**config.mk**
```make
export PLATFORM = sky130hd
export DESIGN_NAME = adc_frame_reader
export DESIGN_NICKNAME = d
export VERILOG_FILES = /design/src/rtl/adc_frame_reader_pkg.sv /design/src/rtl/adc_frame_reader_frame_byte_mux.sv /design/src/rtl/adc_frame_reader.sv
export SDC_FILE = /design/constraint.sdc
export NUM_CORES = 1
export LEC_CHECK = 0
export CAP_MARGIN = 20
export CELL_PAD_IN_SITES_DETAIL_PLACEMENT = 0
export CELL_PAD_IN_SITES_GLOBAL_PLACEMENT = 1
export CORE_ASPECT_RATIO = 1.1
export CORE_MARGIN = 4
export CORE_UTILIZATION = 42
export DETAILED_ROUTE_END_ITERATION = 10
export GPL_ROUTABILITY_DRIVEN = 1
export GPL_TIMING_DRIVEN = 0
export PLACE_DENSITY = 0.78
export SLEW_MARGIN = 20
export SYNTH_ARGS = -nofsm -noshare
export SYNTH_HDL_FRONTEND = slang
export SYNTH_HIERARCHICAL = 1
export SYNTH_SLANG_ARGS = --single-unit
```
**constraint.sdc**
```tcl
create_clock -name clk -period 1.9 [get_ports clk]
set_input_delay 0.38 -clock clk [delete_from_list [all_inputs] [get_ports clk]]
set_output_delay 0.38 -clock clk [all_outputs]
set_load 0.005 [all_outputs]
```
**src/rtl/adc_frame_reader_pkg.sv**
```systemverilog
// Shared definitions for the ADC frame reader.
// Holds the FSM state encoding, the default sync byte, the frame-length
// constants and the byte-fold helper used by the checksum.
package adc_frame_reader_pkg;

    typedef enum logic [1:0] {
        ST_IDLE  = 2'd0,
        ST_FETCH = 2'd1,
        ST_TX    = 2'd2
    } state_t;

    localparam logic [7:0] DEFAULT_SYNC_BYTE         = 8'hA5;
    localparam int         DEFAULT_SAMPLES_PER_FRAME = 4;

    // Sync byte, sequence byte and checksum byte wrap the payload.
    localparam int FRAME_OVERHEAD = 3;

    // Frame length in bytes for a given number of 16-bit samples.
    function automatic int frame_len(input int spf);
        return FRAME_OVERHEAD + 2 * spf;
    endfunction

    localparam int DEFAULT_FRAME_LEN = FRAME_OVERHEAD + 2 * DEFAULT_SAMPLES_PER_FRAME;

    // XOR of the two bytes of a sample; its contribution to the checksum.
    function automatic logic [7:0] sample_fold(input logic [15:0] sample);
        return sample[15:8] ^ sample[7:0];
    endfunction

endpackage

```
**src/rtl/adc_frame_reader_frame_byte_mux.sv**
```systemverilog
// Frame byte selector.
// Picks the byte for a given position within a frame:
//   index 0            -> sync byte
//   index 1            -> sequence number
//   index 2+2k / 3+2k  -> MSB / LSB of sample slot k
//   last index         -> checksum (seq XOR all payload bytes)
// Ports:
//   i_byte_idx  byte position within the frame
//   i_seq       current frame sequence number
//   i_samples   sample slots, slot k at bits [16k +: 16]
//   o_byte      selected frame byte
module frame_byte_mux
    import adc_frame_reader_pkg::*;
#(
    parameter int         SAMPLES_PER_FRAME = DEFAULT_SAMPLES_PER_FRAME,
    parameter logic [7:0] SYNC_BYTE         = DEFAULT_SYNC_BYTE,
    parameter int         FRAME_LEN         = frame_len(SAMPLES_PER_FRAME),
    parameter int         IDX_W             = $clog2(FRAME_LEN)
) (
    input  logic [IDX_W-1:0]                i_byte_idx,
    input  logic [7:0]                      i_seq,
    input  logic [16*SAMPLES_PER_FRAME-1:0] i_samples,
    output logic [7:0]                      o_byte
);

    logic [7:0] w_checksum;

    // Running XOR over the sequence byte and every payload byte.
    always_comb begin
        w_checksum = i_seq;
        for (int k = 0; k < SAMPLES_PER_FRAME; k++) begin
            w_checksum = w_checksum ^ sample_fold(i_samples[16*k +: 16]);
        end
    end

    // Byte selection by frame position.
    always_comb begin
        o_byte = 8'h00;
        if (i_byte_idx == IDX_W'(0)) begin
            o_byte = SYNC_BYTE;
        end else if (i_byte_idx == IDX_W'(1)) begin
            o_byte = i_seq;
        end else if (i_byte_idx == IDX_W'(FRAME_LEN - 1)) begin
            o_byte = w_checksum;
        end else begin
            for (int k = 0; k < SAMPLES_PER_FRAME; k++) begin
                if (i_byte_idx == IDX_W'(2 + 2 * k)) begin
                    o_byte = i_samples[16*k+8 +: 8];
                end else if (i_byte_idx == IDX_W'(3 + 2 * k)) begin
                    o_byte = i_samples[16*k +: 8];
                end else begin
                    o_byte = o_byte;
                end
            end
        end
    end

endmodule

```
**src/rtl/adc_frame_reader.sv**
```systemverilog
// ADC frame reader.
// Pulls SAMPLES_PER_FRAME samples from a sample FIFO, then streams them out
// as a byte frame: sync, seq, MSB/LSB per sample, checksum. Reads and
// transmission never overlap; the output handshake is valid/ready.
// Ports:
//   clk, reset   clock and synchronous active-high reset
//   fifo_empty   FIFO empty flag
//   fifo_rd_en   one-sample read strobe (data returns the following cycle)
//   fifo_data    FIFO read data
//   tx_data      frame byte, held while tx_ready is low
//   tx_valid     tx_data is valid (high throughout transmission)
//   tx_ready     downstream accepts the byte this cycle
//   busy         FSM is not idle
//   frame_count  number of completed frames, wrapping at 16 bits
module adc_frame_reader
    import adc_frame_reader_pkg::*;
#(
    parameter int         DATA_WIDTH        = 16,
    parameter int         SAMPLES_PER_FRAME = DEFAULT_SAMPLES_PER_FRAME,
    parameter logic [7:0] SYNC_BYTE         = DEFAULT_SYNC_BYTE
) (
    input  logic                  clk,
    input  logic                  reset,
    input  logic                  fifo_empty,
    output logic                  fifo_rd_en,
    input  logic [DATA_WIDTH-1:0] fifo_data,
    output logic [7:0]            tx_data,
    output logic                  tx_valid,
    input  logic                  tx_ready,
    output logic                  busy,
    output logic [15:0]           frame_count
);

    localparam int FRAME_LEN = frame_len(SAMPLES_PER_FRAME);
    localparam int IDX_W     = $clog2(FRAME_LEN);
    localparam int CNT_W     = $clog2(SAMPLES_PER_FRAME + 1);

    state_t                          r_state;
    state_t                          w_next_state;
    logic                            r_busy;
    logic                            r_tx_valid;
    logic [7:0]                      r_tx_data;
    logic [7:0]                      r_seq;
    logic [15:0]                     r_frame_count;
    logic [IDX_W-1:0]                r_byte_idx;
    logic [CNT_W-1:0]                r_rd_cnt;
    logic [CNT_W-1:0]                r_cap_cnt;
    logic                            r_rd_pend;
    logic [15:0]                     r_slots [SAMPLES_PER_FRAME];

    logic                            w_rd_en;
    logic                            w_accept;
    logic                            w_last_byte;
    logic                            w_last_capture;
    logic                            w_start_tx;
    logic                            w_frame_done;
    logic [IDX_W-1:0]                w_mux_idx;
    logic [7:0]                      w_mux_byte;
    logic [16*SAMPLES_PER_FRAME-1:0] w_samples;

    // The read strobe must react to fifo_empty in the same cycle, so it is
    // decoded from registered state rather than registered itself.
    assign fifo_rd_en  = w_rd_en;
    assign tx_data     = r_tx_data;
    assign tx_valid    = r_tx_valid;
    assign busy        = r_busy;
    assign frame_count = r_frame_count;

    // Control decode: read strobe, handshake, frame boundaries, next state.
    always_comb begin
        w_rd_en        = 1'b0;
        w_accept       = 1'b0;
        w_last_byte    = 1'b0;
        w_last_capture = 1'b0;
        w_start_tx     = 1'b0;
        w_frame_done   = 1'b0;
        w_mux_idx      = {IDX_W{1'b0}};
        w_next_state   = r_state;

        w_rd_en        = (r_state == ST_FETCH) && !fifo_empty
                         && (r_rd_cnt < CNT_W'(SAMPLES_PER_FRAME));
        w_accept       = (r_state == ST_TX) && r_tx_valid && tx_ready;
        w_last_byte    = (r_byte_idx == IDX_W'(FRAME_LEN - 1));
        // The final sample lands in its slot at the end of this cycle.
        w_last_capture = r_rd_pend && (r_cap_cnt == CNT_W'(SAMPLES_PER_FRAME - 1));
        w_start_tx     = (r_state == ST_FETCH) && w_last_capture;
        w_frame_done   = w_accept && w_last_byte;

        // Look one byte ahead so the next byte is registered on acceptance.
        if (r_state == ST_TX) begin
            w_mux_idx = r_byte_idx + IDX_W'(1);
        end else begin
            w_mux_idx = {IDX_W{1'b0}};
        end

        case (r_state)
            ST_IDLE: begin
                if (!fifo_empty) begin
                    w_next_state = ST_FETCH;
                end else begin
                    w_next_state = ST_IDLE;
                end
            end
            ST_FETCH: begin
                if (w_last_capture) begin
                    w_next_state = ST_TX;
                end else begin
                    w_next_state = ST_FETCH;
                end
            end
            ST_TX: begin
                if (w_frame_done) begin
                    w_next_state = ST_IDLE;
                end else begin
                    w_next_state = ST_TX;
                end
            end
            default: begin
                w_next_state = ST_IDLE;
            end
        endcase
    end

    // Flatten sample slots for the byte selector.
    always_comb begin
        w_samples = {(16*SAMPLES_PER_FRAME){1'b0}};
        for (int k = 0; k < SAMPLES_PER_FRAME; k++) begin
            w_samples[16*k +: 16] = r_slots[k];
        end
    end

    frame_byte_mux #(
        .SAMPLES_PER_FRAME (SAMPLES_PER_FRAME),
        .SYNC_BYTE         (SYNC_BYTE),
        .FRAME_LEN         (FRAME_LEN),
        .IDX_W             (IDX_W)
    ) u_frame_byte_mux (
        .i_byte_idx (w_mux_idx),
        .i_seq      (r_seq),
        .i_samples  (w_samples),
        .o_byte     (w_mux_byte)
    );

    // FSM state register with registered busy / tx_valid derived from next state.
    always_ff @(posedge clk) begin
        if (reset) begin
            r_state    <= ST_IDLE;
            r_busy     <= 1'b0;
            r_tx_valid <= 1'b0;
        end else begin
            r_state    <= w_next_state;
            r_busy     <= (w_next_state != ST_IDLE);
            r_tx_valid <= (w_next_state == ST_TX);
        end
    end

    // Sample fetch: issued-read count, pending read and slot capture.
    always_ff @(posedge clk) begin
        if (reset) begin
            r_rd_cnt  <= {CNT_W{1'b0}};
            r_cap_cnt <= {CNT_W{1'b0}};
            r_rd_pend <= 1'b0;
            for (int k = 0; k < SAMPLES_PER_FRAME; k++) begin
                r_slots[k] <= 16'h0000;
            end
        end else begin
            r_rd_pend <= w_rd_en;
            if (w_frame_done) begin
                r_rd_cnt  <= {CNT_W{1'b0}};
                r_cap_cnt <= {CNT_W{1'b0}};
            end else begin
                if (w_rd_en) begin
                    r_rd_cnt <= r_rd_cnt + CNT_W'(1);
                end
                if (r_rd_pend) begin
                    for (int k = 0; k < SAMPLES_PER_FRAME; k++) begin
                        if (r_cap_cnt == CNT_W'(k)) begin
                            r_slots[k] <= 16'(fifo_data);
                        end
                    end
                    r_cap_cnt <= r_cap_cnt + CNT_W'(1);
                end
            end
        end
    end

    // Frame transmit: byte index, output byte, sequence and frame counters.
    always_ff @(posedge clk) begin
        if (reset) begin
            r_byte_idx    <= {IDX_W{1'b0}};
            r_tx_data     <= 8'h00;
            r_seq         <= 8'h00;
            r_frame_count <= 16'h0000;
        end else if (w_start_tx) begin
            r_byte_idx <= {IDX_W{1'b0}};
            r_tx_data  <= w_mux_byte;
        end else if (w_frame_done) begin
            r_byte_idx    <= {IDX_W{1'b0}};
            r_tx_data     <= 8'h00;
            r_seq         <= r_seq + 8'h01;
            r_frame_count <= r_frame_count + 16'h0001;
        end else if (w_accept) begin
            r_byte_idx <= w_mux_idx;
            r_tx_data  <= w_mux_byte;
        end
    end

endmodule

```
## Word-level counts from Yosys, hierarchy flattened

Memories as Yosys holds them, arrays and structs flattened.
Index checks and enable logic that the tools add are counted.

| storage, ports and cells | value |
|---|---|
| register bits | 47 |
| RAM bits | 64 |
| input port bits | 20 |
| output and inout port bits | 27 |
| logic and storage cells | 108 |
| memories kept | 1 |

Memories:

| memory | words | bits a word | read ports | clocked after memory_dff | wr ports | line | RTL |
|---|---|---|---|---|---|---|---|
| r_slots | 4 | 16 | 4 | 0 | 4 | adc_frame_reader.sv:49 | `logic [15:0] r_slots [SAMPLES_PER_FRAME];` |

| operators by class | value |
|---|---|
| add/subtract/negate cells | 5 |
| magnitude comparators | 1 |
| equality and inequality tests | 17 |
| muxes and demuxes | 45 |
| bitwise logic cells | 13 |
| reduce and logical (&&, ||, !) cells | 16 |

Operator list:

| kind | count |
|---|---|
| 8-bit 2-to-1 mux | 14 |
| 16-bit 2-to-1 mux | 4 |
| 8-bit XOR | 8 |
| 1-bit 2-to-1 mux | 23 |
| 16-bit by 1-bit adder with 16-bit output (second input constant) | 1 |
| 4-bit by 3-bit == test with 1-bit output (second input constant) | 4 |
| 4-bit == test (second input constant) | 4 |
| 8-bit by 1-bit adder with 8-bit output (second input constant) | 1 |
| 4-bit by 2-bit == test with 1-bit output (second input constant) | 2 |
| 1-bit logical AND | 7 |
| 3-bit by 1-bit adder with 3-bit output (second input constant) | 2 |
| 3-bit by 2-bit == test with 1-bit output (second input constant) | 2 |
| 2-bit one-hot mux with 3 select lines | 1 |
| 4-bit by 1-bit adder with 4-bit output (second input constant) | 1 |
| 2-bit == test (second input constant) | 2 |
| 4-bit by 1-bit == test with 1-bit output (second input constant) | 1 |
| 4-bit logical NOT | 1 |
| 2-bit 2-to-1 mux | 2 |
| 4-bit 2-to-1 mux | 1 |
| 1-bit OR | 4 |
| 3-bit by 1-bit == test with 1-bit output (second input constant) | 1 |
| 3-bit logical NOT | 1 |
| 3-bit < comparator (second input constant) | 1 |
| 3-bit nonzero test | 1 |
| 8 further kinds | 8 |

## Depth between registers and ports, before layout

Gate-level depths: netlist of run 1.

| depth | value |
|---|---|
| word-level depth | 17 |
| gate-level depth with buffers | 10 |
| mapped depth without buffers | 9 |

## Modules after synthesis

The synthesis of run 1 kept the hierarchy.

Modules (own cells, without submodules):

| module | times used | cells an instance | area an instance (um2) | seq. area each (um2) |
|---|---|---|---|---|
| adc_frame_reader | 1 | 369 | 4458.0 | 2862.7 |
| frame_byte_mux | 1 | 186 | 1436.4 | 0.0 |

## Least setup slack after synthesis of run 1

Ideal clock, no wire load.

| path | value |
|---|---|
| path kind | reg2reg |
| start point | reg r_byte_idx[0] |
| end point | mem r_slots[3][0] (enable) |
| library setup time | 0.392 ns |
| arrival | 1.736 ns |
| required time | 1.508 ns |
| slack | -0.228 ns |
| cell stages (with the launch flop) | 6 |
| buffers on the path | 0 |
| clock period less this slack | 2.128 ns |
| cell sequence | dfxtp_1 > inv_1 > ha_1 > nand3b_1 > nor2_1 > o21bai_1 |

RTL lines:

| element | line | RTL |
|---|---|---|
| start, declared | adc_frame_reader.sv:45 | `logic [IDX_W-1:0] r_byte_idx;` |
| start signal, assigned | adc_frame_reader.sv:190 | `r_byte_idx <= {IDX_W{1'b0}};` |
| start signal, assigned | adc_frame_reader.sv:195 | `r_byte_idx <= {IDX_W{1'b0}};` |
| start signal, assigned | adc_frame_reader.sv:198 | `r_byte_idx <= {IDX_W{1'b0}};` |
| end, declared | adc_frame_reader.sv:49 |  |

## Final worst setup path of run 1

| path | value |
|---|---|
| start point | reg r_byte_idx[0] |
| end point | reg r_tx_data[4] (netlist: tx_data[4]) |

| on the way | value |
|---|---|
| longest elaborated chain between the ends | 17 |
| elaborated cells between the ends (all ways) | 30 |
| classes of those cells | add/sub: 1; eq/ne: 11; mux: 15; reduce/logical: 3 |

RTL lines:

| element | line | RTL |
|---|---|---|
| 4-bit by 1-bit adder with 4-bit output (*) | adc_frame_reader.sv:91 | `w_mux_idx = r_byte_idx + IDX_W'(1);` |
| 4-bit 2-to-1 mux (*) | adc_frame_reader.sv:90 | `if (r_state == ST_TX) begin` |
| net w_mux_idx[1] | adc_frame_reader.sv:57 | `logic [IDX_W-1:0] w_mux_idx;` |
| 4-bit by 2-bit == test with 1-bit output | adc_frame_reader_frame_byte_mux.sv:49 | `end else if (i_byte_idx == IDX_W'(3 + 2 * k)) begin` |
| 8-bit 2-to-1 mux | adc_frame_reader_frame_byte_mux.sv:49 |  |
| 8-bit 2-to-1 mux | adc_frame_reader_frame_byte_mux.sv:47 | `if (i_byte_idx == IDX_W'(2 + 2 * k)) begin` |
| 8-bit 2-to-1 mux | adc_frame_reader_frame_byte_mux.sv:49 |  |
| 8-bit 2-to-1 mux | adc_frame_reader_frame_byte_mux.sv:47 |  |
| (+3 left out) | -- |  |
| 8-bit 2-to-1 mux | adc_frame_reader_frame_byte_mux.sv:47 |  |
| 8-bit 2-to-1 mux | adc_frame_reader_frame_byte_mux.sv:43 | `end else if (i_byte_idx == IDX_W'(FRAME_LEN - 1)) begin` |
| 8-bit 2-to-1 mux | adc_frame_reader_frame_byte_mux.sv:41 | `end else if (i_byte_idx == IDX_W'(1)) begin` |
| 8-bit 2-to-1 mux (*) | adc_frame_reader_frame_byte_mux.sv:39 | `if (i_byte_idx == IDX_W'(0)) begin` |
| net w_mux_byte[4] | adc_frame_reader.sv:58 | `logic [7:0] w_mux_byte;` |
| 8-bit 2-to-1 mux | adc_frame_reader.sv:202 | `end else if (w_accept) begin` |
| 8-bit 2-to-1 mux | adc_frame_reader.sv:197 | `end else if (w_frame_done) begin` |
| 8-bit 2-to-1 mux (*) | adc_frame_reader.sv:194 | `end else if (w_start_tx) begin` |
| end signal, assigned | adc_frame_reader.sv:196 | `r_tx_data <= w_mux_byte;` |
| end signal, assigned | adc_frame_reader.sv:204 | `r_tx_data <= w_mux_byte;` |
| end, declared | adc_frame_reader.sv:42 | `logic [7:0] r_tx_data;` |

The timed path passes the listed nets; every way through them passes the cells marked *. The select of a mux whose other input is x is not followed.
A chain may end at the register's enable or synchronous reset.

==> reports/metrics.cfg, run 1 <==
[critical_path]
cp.required_ps=2150
endpoint_kind=flop
crit_path_cell_trace=inv_2 > ha_4 > nor2_4 > buf_4 > nor2_1 > nand2_1 > nand3_1 > o2111ai_2 > o211ai_1 > a22o_1
r2r_slack_ps=-180
reg2regPathDepth=10
r2r-end=tx_data[4]
cp-endpoint=tx_data[4]
r2r-start=r_byte_idx[0]
slowest_delay_ps=390
setup.worst_path.start=r_byte_idx[0]
crit_fanout=5
crit_path_top_delay_cell=dfxtp_4
crit_type=flop to flop
critical_path_arrival_ps=2330
critPathLaunchType=flop

[timing]
relSlewSlack_pct=59.9
clock.fmax_mhz=482
finalHoldViolations=0
fin_ws_ps=-176
rsz0062_at_grt=yes
timing.final.crit_period_ps=2080
slew_violations=0
hold_ws_ps=481
finClkSkew_ps=12.9
tightest_slew_ps=601
setup_viol=12
final.setup.tns_ps=-1060
finalCritPeriodShare_pct=109

[pwr]
sw_frac_of_total_pct=22.3
total_power_uw=4860
p_switching_uw=1080
p_per_area_nw_per_um2=620
clkPwrFrac_pct=37.4
p_seq_share_pct=54.4
internal_power_uw=3780
ir_drop_mv=0.395
leakage_uw=0.00274
pwr-share-comb_pct=8.2

[placed_design]
gp_congestion=0.884
dpl_worst_slack_ps=-1180
dp_hpwl_um=10400
io_buffers=45

[cts]
cts_tree=built
clkSlewWorstSetupHoldPaths_ps=80
clock_sinks=111
clk-insertion-delay-late_ps=360
cts_max_path_buffers=2
cts-root-buf=clkbuf_16
numCtsBuffers=9
htreeDepth=3

[status]
outcome=complete, but fails checks
violations=negative setup slack

[synthesis]
synth_edf_count=64
postSynthAreaPerCell_um2=10.6
synth_cells=555
yosys_warnings=6
synth_nets=585
synth-seq-cells=111
ys_types=57
synthFlopType=edfxtp_1
syn-cell-area_um2=5890
synth-seq-area-share_pct=48.6
synth_async_sr_flop_share_pct=0

[route]
wl_per_cell_um=19.2
vias=4612
firstDrtPassIters=5
ant_nets=0
route.detailed.drc=0
drt_iter0_markers=266
vias_per_cell=5.50
drt-total-wl_um=16100

[cells_and_area]
area_growth_pct=32.9
diodes=0
final_net_count=676
final_cell_mix=64 x and2_1, 64 x xnor2_1, 64 x edfxtp_1
drive_gt1_share_pct=26.3

[floorplan]
die_width_um=121
pin_count=47
row_count=45
coreArea_um2=13800
dieArea_um2=16000
start_util_pct=42.7
die_h_um=132

[job]
cap_violations=0

[global_routing]
grt_pass1_wl_um=24600
gr-usage-all-layers_pct=20.1
overflow=0
antenna_found_initial=0
grt_pass1_vias=4664
grt_start_max_net_pins=17

[hold_path]
hp-class=flop to flop

[stage by stage]
step | area, µm² | utilization, % | std cells
finish | 7840 | 56.8 | 839
global route | 7840 | 56.8 | 839
CTS | 7520 | 54.5 | 832
detailed placement | 6600 | 47.9 | 788
global placement | 6600 | 47.9 | 788
floorplan | 5920 | - | 555
[worst min path at each step]
stage	slack, ps	to	from	depth (start not counted)
final	480	tx_data[5]	tx_data[5]	1
after global routing	510	tx_data[5]	tx_data[5]	1
after CTS	480	tx_data[2]	tx_data[2]	1
after detailed placement	440	r_rd_pend	r_rd_cnt[2]	1
after global placement	440	r_rd_pend	r_rd_cnt[2]	1
after floorplan	420	r_rd_pend	r_rd_cnt[2]	1
[metal layers]
layer / track usage [%] / vias to the layer above / routed length (µm)
met5: 0 / - / 0
met3: 5.02 / 44 / 964
met4: 8.19 / 0 / 548
met1: 23.1 / 2263 / 6310
met2: 35.5 / 155 / 8280
li1: - / 2150 / -
[registers in the layout, indices dropped and copies added (netlist names), 2 cells and up]
| register | count |
|---|---|
| r_cap_cnt | 3 |
| r_state | 2 |
| r_byte_idx | 4 |
| r_seq | 8 |
| frame_count | 16 |
| tx_data | 8 |
| r_rd_cnt | 3 |
| r_slots | 64 |
[worst max-delay path, delay by kind of cell, from the launching register on]
family                     cells  cell delay (ps)
DFF                            1              390
AOI/OAI and AO/OA              3              610
and+or+nand+nor                4              520
buffers and inverters          2              230
adders and majority gates      1              220
[Yosys cell counts (all sizes together), types with 9 or more instances]
cell	number	area, µm²
dfxtp	47	941
nor2	37	139
clkbuf	13	48.8
and2	65	407
a22o	12	105
edfxtp	64	1920
inv	9	33.8
xnor2	66	586
ha	10	125
nand2	30	113
o21ai	15	75.1
o211ai	9	67.6
xor2	14	123
nor2b	9	56.3
buf	13	87.6
nand3	16	80.1
a21oi	35	186
[power by group through the flow]
| stage | combinational (µW) | sequential [µW] | clock, µW |
|---|---|---|---|
| after floorplan | 256 | 2690 | 0 |
| after global placement | 360 | 2700 | 0 |
| after detailed placement | 366 | 2700 | 0 |
| after CTS | 393 | 2640 | 1850 |
| after global routing | 433 | 2650 | 1940 |
| final | 400 | 2640 | 1820 |
[layout make-up]
| type | instances | area (µm²) |
|---|---|---|
| buffer | 22 | 238 |
| clock buffer | 12 | 260 |
| clock inverter | 4 | 20.0 |
| fill | 1208 | 5960 |
| inverter | 9 | 33.8 |
| multi-input combinational | 409 | 3380 |
| sequential | 111 | 2880 |
| tap | 188 | 235 |
| timing repair buffer | 84 | 791 |
[kinds of logic (layout without fill, tap and decap cells)]
group,Yosys count,in the layout,share of synthesized area (%)
AO/OA/AOI/OAI,99,99,11.3
XOR/XNOR,82,82,12.8
adder cells (fa/ha/maj),10,10,2.12
buffers and inverters,35,131,2.89
flip-flops,111,111,48.6
multiplexers,17,17,3.52
AND/OR/NAND/NOR,201,201,18.9
[repair_timing]
| action | CTS | global route |
|---|---|---|
| gates cloned | 3 | 0 |
| hold buffers | 0 | 0 |
| resized for setup | 109 | 55 |
| setup buffers | 26 | 10 |
| pin swaps | 29 | 25 |
| setup endpoints to repair | 139 | 110 |
No activity file was read; power rests on OpenSTA's default activity.
==> inputs of run 2 (changes only) <==
- ABC_CLOCK_PERIOD_IN_PS: default -> 1900
==> results of run 2 <==
Same layout as run 1: the final DEF is identical, and so are final timing and power.
==> RTL edit 1 (config.mk and constraints of run 1) <==
`DATA_WIDTH`: 16 -> 14.
--- a/src/rtl/adc_frame_reader.sv
+++ b/src/rtl/adc_frame_reader.sv
@@ -17,3 +17,3 @@
 #(
-    parameter int         DATA_WIDTH        = 16,
+    parameter int         DATA_WIDTH        = 14,
     parameter int         SAMPLES_PER_FRAME = DEFAULT_SAMPLES_PER_FRAME,
Ports: changed (resized fifo_data); port bits go from 47 to 45. The function was not compared with the original's and may differ.
==> RTL edit 1 against run 1 <==
The flow still finishes with violations (setup timing); worst hold slack got worse by 8.9 ps; die area decreased by 4.6%; routed wire length decreased by 11%; worst setup slack got worse by 28 ps; design area decreased by 5.8%; total power decreased by 3.7%; area after synthesis decreased by 4.9%; sequential cell count decreased by 8.
==> RTL edit 1: results (changes against run 1) <==
- Outcome: complete, but fails checks (unchanged)
- Failing checks: setup timing (unchanged)
- Final worst setup slack: -204.9 ps (was -176.4 ps)
- Cells resized by post-CTS repair: 93 (was 109)
- First-pass GRT wire length: 22.67 mm (was 24.58 mm)
- Static Leakage: 2.605 nW (was 2.740 nW)
- Clock-cell share of area: 0.04053 (was 0.03577)
- Post-DR vias/cell: 5.451 (was 5.497)
- CP arrival: 2350 ps (was 2330 ps)
- Post-Synth XOR/XNOR Area: 0.1343 (was 0.1278)
- Compound-cell area share of the yosys netlist: 0.1183 (was 0.1125)
- Cell count after placement: 759 (was 788)
- Slew margin rel.: 0.5978 (was 0.5994)
- Unique masters post-synth: 58 (was 57)
- # port buffers: 43 (was 45)
- Setup Skew: 10.19 ps (was 12.88 ps)
- Aggregate global-route resource usage: 0.1912 (was 0.2011)
- Final setup viols: 11 (was 12)
- WL final: 14.37 mm (was 16.11 mm)
- DRT iter0 DRCs: 262 (was 266)
- M1 WL: 5.938 mm (was 6.313 mm)
- Drt pass-1 iters: 6 (was 5)
- CLK BUF: 14 (was 12)
- Final Non-Filler Cells: 800 (was 839)
- Grt met3 use: 0.04409 (was 0.05021)
- Place WS: -936.0 ps (was -1176 ps)
- Met3 Wirelength: 819 um (was 964 um)
- Buffers, non-clock: 94 (was 106)
- Met2 global-route usage: 0.3441 (was 0.3546)
- Area of the multi-input gates: 3301 sq um (was 3376 sq um)
- # Taps: 161 (was 188)
- Post-Synthesis Cells: 540 (was 555)
- Vias in the first global route: 4369 (was 4664)
- Mux contribution to synthesized area: 0.03705 (was 0.03524)
- Placement Cell Area: 6317 sq um (was 6603 sq um)
- Maximum VDD drop: 0.0003598 V (was 0.0003954 V)
- Fraction of area in registers: 0.3580 (was 0.3678)
- Register area share after synthesis: 0.4678 (was 0.4857)
- Met1 Track Usage GR: 0.2296 (was 0.2308)
- Sequential cell count: 103 (was 111)
- HP Class: in2reg (was reg2reg)
- Setup TNS Final: -1494 ps (was -1061 ps)
- Max FFs per register: 56 (was 64)
-- RTL edit 1: cell count changes in the layout (fill, tap and decap cells not counted), sizes merged --
cell	delta
edfxtp	-8
conb	+16
clkinv	-2
bufbuf	+1
clkbuf	-2
buf	-7
clkdlybuf4s50	-2
and2	-8
-- RTL edit 1: final timing paths --
check	startpoint	endpoint	slack [ps]
max reg2reg	r_byte_idx[0]	tx_data[1]	-200
min	fifo_empty	r_rd_pend	470
max	r_byte_idx[0]	tx_data[1]	-200
min reg2reg	tx_data[1]	tx_data[1]	480
-- RTL edit 1: worst reg2reg max path: stages, from the launching register on --
cell and delay, ps:
dfxtp_4 400, inv_2 70, ha_4 250, nor2_4 140
buf_6 140, mux2i_2 240, a22oi_2 120, o21a_1 200
a32oi_2 170, a211oi_2 60, a22o_1 210
-- RTL edit 1: report_power, final --
group          leakage [nW]  internal [W]  switching [W]  total (W)
logic                  1.49      0.000206       0.000188   0.000394
registers             0.962       0.00239      0.0000468    0.00244
clock network         0.148       0.00104       0.000802    0.00184
==> RTL edit 2 (config.mk and constraints of run 1) <==
Made on the original files. Reset style: asynchronous (`reset`), changed in 3 clocked blocks. Comments in the files are not updated.
--- a/src/rtl/adc_frame_reader.sv
+++ b/src/rtl/adc_frame_reader.sv
@@ -144,3 +144,3 @@
     // FSM state register with registered busy / tx_valid derived from next state.
-    always_ff @(posedge clk) begin
+    always_ff @(posedge clk or posedge reset) begin
         if (reset) begin
@@ -157,3 +157,3 @@
     // Sample fetch: issued-read count, pending read and slot capture.
-    always_ff @(posedge clk) begin
+    always_ff @(posedge clk or posedge reset) begin
         if (reset) begin
@@ -187,3 +187,3 @@
     // Frame transmit: byte index, output byte, sequence and frame counters.
-    always_ff @(posedge clk) begin
+    always_ff @(posedge clk or posedge reset) begin
         if (reset) begin
Function: differs if reset is asserted again (counterexample within 4 cycles, from zero or initial values and one cycle with reset high); with reset held inactive, the same outputs for 10 cycles.
==> RTL edit 2 against run 1 <==
The run still ends with setup timing left; core utilization up 1.0 points; worst setup slack worse by 83 ps; design area up 3.4%; sequential share of layout area down 2.4 points; sequential cell count unchanged; critical path type unchanged; area after synthesis up 3.4%; routed wire length down 2.4%; global-route usage down 0.88 points.
Power is not compared: it rests on default switching activity, and its combinational part moved more than twofold at a synthesized area within 25%.
==> RTL edit 2: results (changes against run 1) <==
- Outcome: complete, but fails checks (unchanged)
- Placer Congestion: 0.8301 (was 0.8839)
- Final worst setup slack: -259.4 ps (was -176.4 ps)
- First-pass GRT wire length: 24.27 mm (was 24.58 mm)
- Yosys top cell area share: 0.4559 (was 0.3260)
- DRT iter0 DRCs: 237 (was 266)
- Layout cells sized above 1: 0.3675 (was 0.2627)
- Register area share after synthesis: 0.4559 (was 0.4857)
- Net count after synthesis: 526 (was 585)
- Vias in the first global route: 4421 (was 4664)
- Aggregate global-route resource usage: 0.1922 (was 0.2011)
- Post-synth top flop: dfrtp_1 (was edfxtp_1)
- Synth warn: 6 (unchanged)
- Worst-path fanout max: 6 (was 5)
- Place WS: -772.1 ps (was -1176 ps)
- Reg2Reg Launch Point: r_state[0] (was r_byte_idx[0])
- CTS H-Tree Depth: 3 (unchanged)
- Placement Cell Area: 6898 sq um (was 6603 sq um)
- Maximum VDD drop: 0.0005310 V
- Drt pass-1 iters: 4 (was 5)
- Most frequent cells after synthesis: dfrtp_1 (111), xnor2_1 (71), mux2_2 (52) (was and2_1 (65), xnor2_1 (65), edfxtp_1 (64))
- Psw: 0.002834 W
- Post-DR vias/cell: 5.504 (was 5.497)
- Largest net degree at the start of global routing: 35 (was 17)
- HP Class: in2async (was reg2reg)
- CP arrival: 2450 ps (was 2330 ps)
- # port buffers: 46 (was 45)
- Setup TNS Final: -2578 ps (was -1061 ps)
- Worst-case reg-to-reg path depth: 9 (was 10)
- Synthesized area per cell: 12.28 sq um (was 10.62 sq um)
- Initial antenna violation count: 0 (unchanged)
- Worst-Skew Late Latency: 350 ps
- Largest register by flop count: r_slots (unchanged)
- Fin nets: 631 (was 676)
- Final total power: 0.009344 W
- Setup Skew: 7.820 ps (was 12.88 ps)
- Slew margin rel.: 0.6332 (was 0.5994)
- Worst-path clk slew: 70 ps
- Cell count after placement: 733 (was 788)
- Failing checks: setup timing (unchanged)
- Ant. Diodes: 0 (unchanged)
- Critical path class: reg2reg (unchanged)
- Detailed Place HPWL: 9.992 mm (was 10.36 mm)
- Combinational power: 0.00353 W
- CP max-delay cell: dfrtp_1 (was dfxtp_4)
- WL final: 15.72 mm (was 16.11 mm)
- WHS: 431.3 ps (was 481.0 ps)
- Final setup viols: 40 (was 12)
- Static Leakage: 3.593 nW
- Unique masters post-synth: 60 (was 57)
- Max FFs per register: 64 (unchanged)
- Number of buffers created by CTS: 9 (unchanged)
- Largest cells by area after synthesis: dfrtp_1 (46%), xnor2_1 (10%), mux2_2 (9.6%) (was edfxtp_1 (33%), dfxtp_1 (16%), xnor2_1 (9.7%))
- Final Non-Filler Cells: 792 (was 839)
- CP top delay family: compound AO/OA/AOI/OAI gates (unchanged)
- Worst reg2reg endpoint: tx_data[7] (was tx_data[4])
- Async SR Flop Fraction: 1.000 (was 0)
==> RTL edit 2: cell families (layout without fill, tap and decap cells) <==
logic type,count (synthesis),after routing,synth area share
mux,83,83,0.1684
xor+xnor,88,88,0.1323
flops,111,111,0.4559
fa+ha+maj,10,10,0.02054
simple gates,99,99,0.1004
compound gates,76,76,0.08852
buf+inv,29,137,0.03389
==> RTL edit 2: layer usage <==
layer	vias up	wire length (um)	track usage
li1	1983	-	-
met1	2252	6993	0.2606
met2	98	7641	0.3124
met3	26	619	0.02531
met4	0	463	0.07343
met5	-	0	0
==> RTL edit 2: final cells by class <==
cell class	instances	area, sq um
fillers	1084	5916
multi-input cells	356	3473
flip-flops and latches	111	2783
repair buffers	95	997.2
clock buffers	11	252.7
plain buffers	19	252.7
well taps	188	235.2
clock inverters	3	67.56
inverters	9	42.54
==> RTL edit 2: repair_timing <==
action / 4_1_cts / 5_1_grt
setup buffers: 33 / 7
pin swaps: 25 / 21
resized for setup: 64 / 62
gates cloned: 3 / 3
endpoints found under the setup margin: 77 / 84
